<file path="config.mk">
export PLATFORM = sky130hd
export DESIGN_NAME = fetch_stage
export DESIGN_NICKNAME = d
export VERILOG_FILES = /design/src/rtl/fetch_stage_pkg.sv /design/src/rtl/fetch_stage_if_id_reg.sv /design/src/rtl/fetch_stage.sv
export SDC_FILE = /design/constraint.sdc
export NUM_CORES = 1
export LEC_CHECK = 0
export ABC_AREA = 1
export BUFFER_PORTS_ARGS = -buffer_cell sky130_fd_sc_hd__buf_2
export CAP_MARGIN = 15
export CORE_MARGIN = 2
export CORE_UTILIZATION = 52
export CTS_BUF_LIST = sky130_fd_sc_hd__clkbuf_4
export DETAILED_ROUTE_END_ITERATION = 16
export HOLD_SLACK_MARGIN = 0.12
export PLACE_DENSITY_LB_ADDON = 0.2
export SYNTH_ARGS = -nofsm -noshare
export SYNTH_HDL_FRONTEND = slang
export SYNTH_SLANG_ARGS = --single-unit
export TNS_END_PERCENT = 10
</file>
<file path="constraint.sdc">
create_clock -name clk -period 2.2 [get_ports clk]
set_clock_uncertainty 0.15 [all_clocks]
set_input_delay 0.33 -clock clk [delete_from_list [all_inputs] [get_ports clk]]
set_output_delay 0.33 -clock clk [all_outputs]
set_load 0.01 [all_outputs]
</file>
<file path="src/rtl/fetch_stage_pkg.sv">
// Shared definitions for the femtoRV32 fetch stage: widths, reset PC, bubble encoding
// and the fetch state encoding.
package fetch_stage_pkg;

  localparam int XLEN       = 32;
  localparam int REG_ADDR_W = 5;

  localparam logic [XLEN-1:0] RESET_PC_DEFAULT = 32'h0000_0000;
  localparam logic [XLEN-1:0] NOP_INSTR        = 32'h0000_0013;

  typedef enum logic [1:0] {
    ST_BOOT   = 2'd0,
    ST_RUN    = 2'd1,
    ST_HALTED = 2'd2
  } fetch_state_e;

endpackage

</file>
<file path="src/rtl/fetch_stage_if_id_reg.sv">
// IF/ID pipeline register. flush beats hold beats load; a flush inserts a bubble and
// leaves pc/pc_plus4 untouched so downstream debug still sees the last real PC.
module if_id_reg
  import fetch_stage_pkg::*;
#(
  parameter logic [XLEN-1:0] NOP = NOP_INSTR
) (
  input  logic            clk,
  input  logic            rst_n,
  input  logic            load,
  input  logic            flush,
  input  logic            hold,
  input  logic [XLEN-1:0] fetch_pc,
  input  logic [XLEN-1:0] fetch_pc_plus4,
  input  logic [XLEN-1:0] fetch_instr,
  input  logic            fetch_valid,
  output logic [XLEN-1:0] pc,
  output logic [XLEN-1:0] pc_plus4,
  output logic [XLEN-1:0] instr,
  output logic            valid
);

  always_ff @(posedge clk or negedge rst_n) begin
    if (!rst_n) begin
      pc       <= '0;
      pc_plus4 <= 32'd4;
      instr    <= NOP;
      valid    <= 1'b0;
    end else if (flush) begin
      instr <= NOP;
      valid <= 1'b0;
    end else if (hold) begin
      pc       <= pc;
      pc_plus4 <= pc_plus4;
      instr    <= instr;
      valid    <= valid;
    end else if (load) begin
      pc       <= fetch_pc;
      pc_plus4 <= fetch_pc_plus4;
      instr    <= fetch_instr;
      valid    <= fetch_valid;
    end
  end

endmodule

</file>
<file path="src/rtl/fetch_stage.sv">
// femtoRV32 instruction-fetch stage: PC register, fetch FSM and IF/ID register.
// Optional stall/bubble counters are built when FETCH_STATS_EN is defined.
//
// state  | meaning
// BOOT   | single idle cycle after reset release, no fetch request
// RUN    | fetching; redirect > halt > stall > wait-for-ready > advance
// HALTED | fetch stopped, PC frozen, IF/ID bubbled each cycle; only reset exits
module fetch_stage
  import fetch_stage_pkg::*;
#(
  parameter logic [XLEN-1:0] RESET_PC  = RESET_PC_DEFAULT,
  parameter logic [XLEN-1:0] NOP_INSTR = fetch_stage_pkg::NOP_INSTR
) (
  input  logic                  clk,
  input  logic                  rst_n,
  input  logic                  stall,
  input  logic                  redirect_valid,
  input  logic [XLEN-1:0]       redirect_pc,
  input  logic                  halt_req,
  output logic                  imem_req,
  output logic [XLEN-1:0]       imem_addr,
  input  logic [XLEN-1:0]       imem_rdata,
  input  logic                  imem_ready,
  output logic [XLEN-1:0]       if_id_pc,
  output logic [XLEN-1:0]       if_id_pc_plus4,
  output logic [XLEN-1:0]       if_id_instr,
  output logic                  if_id_valid,
  output logic [REG_ADDR_W-1:0] if_id_rs1,
  output logic [REG_ADDR_W-1:0] if_id_rs2
`ifdef FETCH_STATS_EN
  ,
  output logic [31:0]           stall_cycles,
  output logic [31:0]           bubble_cycles
`endif
);

  fetch_state_e    state, state_next;
  logic [XLEN-1:0] pc, pc_next;
  logic [XLEN-1:0] pc_plus4;
  logic            ifid_load, ifid_flush, ifid_hold;

  assign pc_plus4  = pc + 32'd4;
  assign imem_addr = pc;

  always_ff @(posedge clk or negedge rst_n) begin
    if (!rst_n) begin
      state <= ST_BOOT;
      pc    <= RESET_PC;
    end else begin
      state <= state_next;
      pc    <= pc_next;
    end
  end

  always_comb begin
    state_next = state;
    pc_next    = pc;
    imem_req   = 1'b0;
    ifid_load  = 1'b0;
    ifid_flush = 1'b0;
    ifid_hold  = 1'b0;
    unique case (state)
      ST_BOOT: begin
        state_next = ST_RUN;
      end
      ST_RUN: begin
        imem_req = 1'b1;
        if (redirect_valid) begin
          // Redirect comes from an older instruction, so it wins over stall/halt.
          pc_next    = {redirect_pc[XLEN-1:2], 2'b00};
          ifid_flush = 1'b1;
        end else if (halt_req) begin
          state_next = ST_HALTED;
          ifid_flush = 1'b1;
        end else if (stall) begin
          ifid_hold = 1'b1;
        end else if (!imem_ready) begin
          ifid_flush = 1'b1;
        end else begin
          ifid_load = 1'b1;
          pc_next   = pc_plus4;
        end
      end
      ST_HALTED: begin
        ifid_flush = 1'b1;
      end
      default: begin
        state_next = ST_BOOT;
      end
    endcase
  end

  if_id_reg #(.NOP(NOP_INSTR)) u_if_id_reg (
    .clk            (clk),
    .rst_n          (rst_n),
    .load           (ifid_load),
    .flush          (ifid_flush),
    .hold           (ifid_hold),
    .fetch_pc       (pc),
    .fetch_pc_plus4 (pc_plus4),
    .fetch_instr    (imem_rdata),
    .fetch_valid    (1'b1),
    .pc             (if_id_pc),
    .pc_plus4       (if_id_pc_plus4),
    .instr          (if_id_instr),
    .valid          (if_id_valid)
  );

  assign if_id_rs1 = if_id_instr[19:15];
  assign if_id_rs2 = if_id_instr[24:20];

`ifdef FETCH_STATS_EN
  logic stall_evt, bubble_evt;

  assign stall_evt  = (state == ST_RUN) && !redirect_valid && !halt_req && stall;
  assign bubble_evt = (state == ST_RUN) &&
                      (redirect_valid || halt_req || (!stall && !imem_ready));

  always_ff @(posedge clk or negedge rst_n) begin
    if (!rst_n) begin
      stall_cycles  <= '0;
      bubble_cycles <= '0;
    end else begin
      if (stall_evt && (stall_cycles != 32'hFFFF_FFFF))
        stall_cycles <= stall_cycles + 32'd1;
      if (bubble_evt && (bubble_cycles != 32'hFFFF_FFFF))
        bubble_cycles <= bubble_cycles + 32'd1;
    end
  end
`endif

endmodule

</file>
Yosys cells after proc, flatten, opt, wreduce, memory -nomap -nowiden
Index checks and enable logic that the tools add are counted.
{"block": "totals", "out_inout_bits": 140, "input_bits": 70, "regBits": 131, "wordCells": 52}
{"block": "op_classes", "n_addsub": 1, "muxes": 28, "n_eq_ne": 7, "bitwise_logic": 3, "n_reduce_logical": 7}
{"cell": "32-bit 2-to-1 mux", "count": 7}
{"cell": "32-bit by 3-bit adder with 32-bit output (second input constant)", "count": 1}
{"cell": "1-bit 2-to-1 mux", "count": 17}
{"cell": "2-bit inequality test (second input constant)", "count": 4}
{"cell": "2-bit case mux with 3 select lines", "count": 1}
{"cell": "3-bit AND reduction", "count": 2}
{"cell": "2-bit 2-to-1 mux", "count": 2}
{"cell": "4-bit AND reduction", "count": 1}
{"cell": "2-bit nonzero test", "count": 2}
{"cell": "1-bit inverter", "count": 3}
{"cell": "2-bit by 1-bit equality test with 1-bit output (second input constant)", "count": 1}
{"cell": "2-bit equality test (second input constant)", "count": 1}
{"cell": "2-bit logical NOT", "count": 1}
{"cell": "2-bit by 1-bit inequality test with 1-bit output (second input constant)", "count": 1}
{"cell": "1-bit case mux with 2 select lines", "count": 1}
{"cell": "2-bit AND reduction", "count": 1}

Logic depth before layout (Yosys ltp)
{"block": "depth", "word_depth": 8, "ltp_mapped": 11, "mapped_depth_nobuf": 10}

Hierarchy
A second synthesis with hierarchy kept.
{"block": "hier_totals", "cells_unflattened": 863, "area_unflattened_um2": 6652.6}
{"module": "if_id_reg", "seq_area_each_um2": 2432.3, "cells_per_inst": 430, "n_inst": 1, "area_each_um2": 3913.8}
{"module": "fetch_stage", "seq_area_each_um2": 800.8, "cells_per_inst": 433, "n_inst": 1, "area_each_um2": 2738.9}

Worst setup path before layout
No wires, ideal clock.
{"block": "synth_timing", "path_type": "register to register", "startpoint": "register state[1]", "endpoint": "register u_if_id_reg.pc[11]", "path_buffers": 2, "required_ps": 1933, "slack_ps": 382, "period_less_slack_ps": 1818, "setup_ps": 117, "arrival_time_ps": 1551, "stages_incl_launch_ff": 12, "cell_sequence": "dfrtp_1 > inv_1 > ha_1 > inv_2 > nor2_4 > nand4_4 > inv_2 > nand2_4 > buf_6 > buf_4 > nand2_1 > nand2_1"}
{"block": "synth_between", "elab_chain_cells": 4, "word_cells_on_any_way": 8, "classes_between": "eq/ne (2); mux (3); bitwise (2); reduce/logical (1)"}
{"element": "start: declaration", "line_no": "fetch_stage.sv:37", "rtl": "fetch_state_e state, state_next;"}
{"element": "start signal: assignment", "line_no": "fetch_stage.sv:50", "rtl": "state <= state_next;"}
{"element": "2-bit equality test or 2-bit by 1-bit equality test with 1-bit output (tied branches)", "line_no": "fetch_stage.sv:62", "rtl": "unique case (state)"}
{"element": "1-bit case mux with 2 select lines or 1-bit 2-to-1 mux (tied branches)", "line_no": "fetch_stage.sv:62"}
{"element": "1-bit inverter (no line)"}
{"element": "3-bit AND reduction (no line) (*)"}
{"element": "end signal: assignment", "line_no": "fetch_stage_if_id_reg.sv:33", "rtl": "pc <= pc;"}
{"element": "end signal: assignment", "line_no": "fetch_stage_if_id_reg.sv:38", "rtl": "pc <= fetch_pc;"}
{"element": "end: declaration", "line_no": "fetch_stage_if_id_reg.sv:17", "rtl": "output logic [XLEN-1:0] pc,"}
Every way passes the cells marked *; elsewhere a longest branch is shown, timed or not.
A chain may end at the register's enable or synchronous reset.

Worst setup path in the final report
{"block": "layout_timing", "startpoint": "register state[1]", "endpoint": "register u_if_id_reg.instr[31]"}
{"block": "layout_between", "elab_chain_cells": 4, "word_cells_on_any_way": 9, "classes_between": "eq/ne (3); mux (4); reduce/logical (2)"}
{"element": "2-bit equality test or 2-bit by 1-bit equality test with 1-bit output (tied branches)", "line_no": "fetch_stage.sv:62"}
{"element": "1-bit case mux with 2 select lines or 1-bit 2-to-1 mux (tied branches)", "line_no": "fetch_stage.sv:62"}
{"element": "2-bit inequality test (no line) or 2-bit nonzero test (tied branches)"}
{"element": "2-bit AND reduction (no line)"}
{"element": "end signal: assignment", "line_no": "fetch_stage_if_id_reg.sv:35", "rtl": "instr <= instr;"}
{"element": "end signal: assignment", "line_no": "fetch_stage_if_id_reg.sv:40", "rtl": "instr <= fetch_instr;"}
{"element": "end: declaration", "line_no": "fetch_stage_if_id_reg.sv:19", "rtl": "output logic [XLEN-1:0] instr,"}
Several ways; a longest one is shown, not always the timed one.

==> run metrics <==
outcome completed; Initial DRC Count 447; WHS Path Cells 6; worst r2r dst u_if_id_reg.instr[31]; Synth warnings 0; FF-to-FF setup slack 0.17 ns; cts bufs inserted 17; # IOs 210; Layout Nets 1125; core area 11500 sq um; post-synth top area share 49.5%; clk sinks 125; Post-Synth Simple-Gate Area 31.6%; combinational family with the most area after synthesis simple AND/OR/NAND/NOR gates; die width 112 um; CTS clock-pin slew for the worst setup and hold paths 0.10 ns; Post-synth top cells nand2_1 (329), dfrtp_1 (121), nor2_1 (82); Port Buffers 201; Crit Path Max Fanout 55; post-synthesis mux area share 0%; Reg2Reg Depth 10; total routed wirelength 18000 um; full die area 12600 sq um; clk root buf clkbuf_4; part of the Yosys area used for sequential elements 51.2%; Synth Register Bits 125; Final Cycle Share 92.1%; Max IR drop VDD 0.590 mV; Netlist cell types 31; DRT Pass-1 Iters 5; Synth area leader dfrtp_1; Crit. End Element flop; slowest stage delay, CP 0.38 ns; ys async rst share 100%; Worst R2R Start state[1]; routability cong. 0.889; RSZ-0062 raised after global routing no; Inserted Diodes 0; share of post-route cells with drive strength above 1 24.4%; CP max stage cell dfrtp_1; largest net degree at the start of global routing 67; via count of the first global-routing pass 5916; post-synthesis compound-gate area fraction 7.20%; synthesized netlist cell count 800; Setup TNS Final 0 ns; Area Overhead vs Synth 31.2%; antenna violation net count after detailed routing 0; Final Hold Viols 0; final setup vio count 0; top_reg_cell synth dfrtp_1; grt ovf 0; area of the mapped netlist 6110 sq um; CP cell instances inv_1 > ha_1 > inv_2 > nor2_4 > nand4_4 > inv_2 > nand2_4 > inv_6 > nand2_1 > nand2_1; Worst Setup Start Kind flop; hold_ws 0.196 ns; P per Cell Area 1160 nW/um^2; Final min period 2.03 ns; FMAX 0.493 GHz; post-DR wirelength/cell 14.9 um; clock latency at the later pin of the worst-skew pair 0.53 ns; Max Slew Vio Count 0; post-synthesis adder-cell area fraction 0.818%; floorplan row count 39; Post-Synth XOR/XNOR Area 1.00%; top post-synthesis cells by area dfrtp_1 (50%), nand2_1 (20%), nor2_1 (5.0%); GR Util All Layers 29.2%; slew margin rel. 64.9%; initial antenna violation count 0; DR vias 6147; number of synthesized flops with an enable pin 0; Worst Hold Class in2reg; initial core utilization 53.3%; max-cap viol count 0; count leader, synth nand2_1; WHS Endpoint state[0]; post-synthesis area per instance 7.64 sq um; H-tree levels 4; CTS tree built; first-pass GRT wire length 29300 um; Die Y 112 um; clk buf depth 2; drt drc 0; Post-DP HPWL 11500 um; leakage dissipation 4.54 nW; Setup Fix Bufs, Post-CTS 0; Avg Vias per Cell 5.09; Worst Tran Pin Value 0.527 ns; Setup CP Type reg2reg; Design Power 9.29 mW; Worst EP arrival 2.35 ns; HP Start redirect_valid; CP Data Required Time 2.52 ns
[state kept, by name, indices dropped and copies added (netlist names)]
signal                flops
u_if_id_reg.instr        32
state                     2
u_if_id_reg.valid         1
imem_addr                30
u_if_id_reg.pc_plus4     30
u_if_id_reg.pc           30
[power by group]
| part | total [mW] | switching [mW] | internal [mW] |
|---|---|---|---|
| logic | 4.04 | 2.48 | 1.56 |
| registers | 3.98 | 0.776 | 3.21 |
| clock network | 1.27 | 0.801 | 0.470 |
[layout by cell type, fill, tap and decap left out, drive strengths merged]
cell type      n
a21oi         23
a22oi          2
a31oi          1
and2           1
buf          210
clkbuf        21
clkinv        10
clkinvlp       1
conb           6
dfrtp        121
dfstp          4
dlygate4sd3   66
ha             4
inv           50
nand2        332
nand3         56
nand4          2
nor2          88
nor3           1
o211ai         3
o21ai         55
xnor2          2
xor2           5
[how the worst max path moves through the flow]
stage               startpoint                    end  cells after the start
detailed placement    state[1]  u_if_id_reg.instr[25]                     10
global route          state[1]  u_if_id_reg.instr[31]                     10
global placement      state[1]  u_if_id_reg.instr[25]                     10
floorplan             state[1]     u_if_id_reg.pc[11]                     11
CTS                   state[1]  u_if_id_reg.instr[25]                     10
finish                state[1]  u_if_id_reg.instr[31]                     10
[timing repair]
| action | CTS | global route |
|---|---|---|
| hold buffers | 66 | 0 |
| endpoints found under the hold margin | 188 | 0 |
| gates resized for setup | 0 | 2 |
| endpoints found under the setup margin | 0 | 67 |
[area by class of cell]
| type | count | area, sq um |
|---|---|---|
| Fill cell | 979 | 3440 |
| Clock buffer | 21 | 158 |
| Clock inverter | 11 | 53.8 |
| Multi-Input combinational cell | 581 | 2520 |
| Tap cell | 143 | 179 |
| Timing Repair Buffer | 276 | 1790 |
| Inverter | 50 | 193 |
| Sequential cell | 125 | 3130 |
[kinds of logic after synthesis]
family | after synthesis
XOR/XNOR | 7
adder cells (fa/ha/maj) | 4
AND/OR/NAND/NOR | 480
other | 1
AO/OA/AOI/OAI | 84
flip-flops | 125
buffers and inverters | 99
[metal layers]
layer / vias up / global-route usage (%) / routed length (um)
li1: 3000 / - / -
met4: 0 / 9.76 / 384
met5: - / 0 / 0
met2: 242 / 49.7 / 8690
met3: 28 / 6.43 / 1190
met1: 2877 / 37.4 / 7700
[critical path, delay by kind of cell (launching register included)]
family | cells | cell delay, ns
simple gates | 5 | 0.58
flops | 1 | 0.38
buf+inv | 4 | 0.59
fa+ha+maj | 1 | 0.26
[stage by stage]
stage	area, sq um	instances	utilization [%]	setup slack, ns
4_1_cts	8020	1207	69.9	0.0733
6_report	8020	1207	70.0	0.173
2_1_floorplan	6130	805	-	0.382
5_1_grt	8020	1207	70.0	0.0222
3_5_place_dp	7140	1109	62.3	0.0983
3_3_place_gp	7140	1109	62.3	0.140
Power figures use the tool's default switching activity.
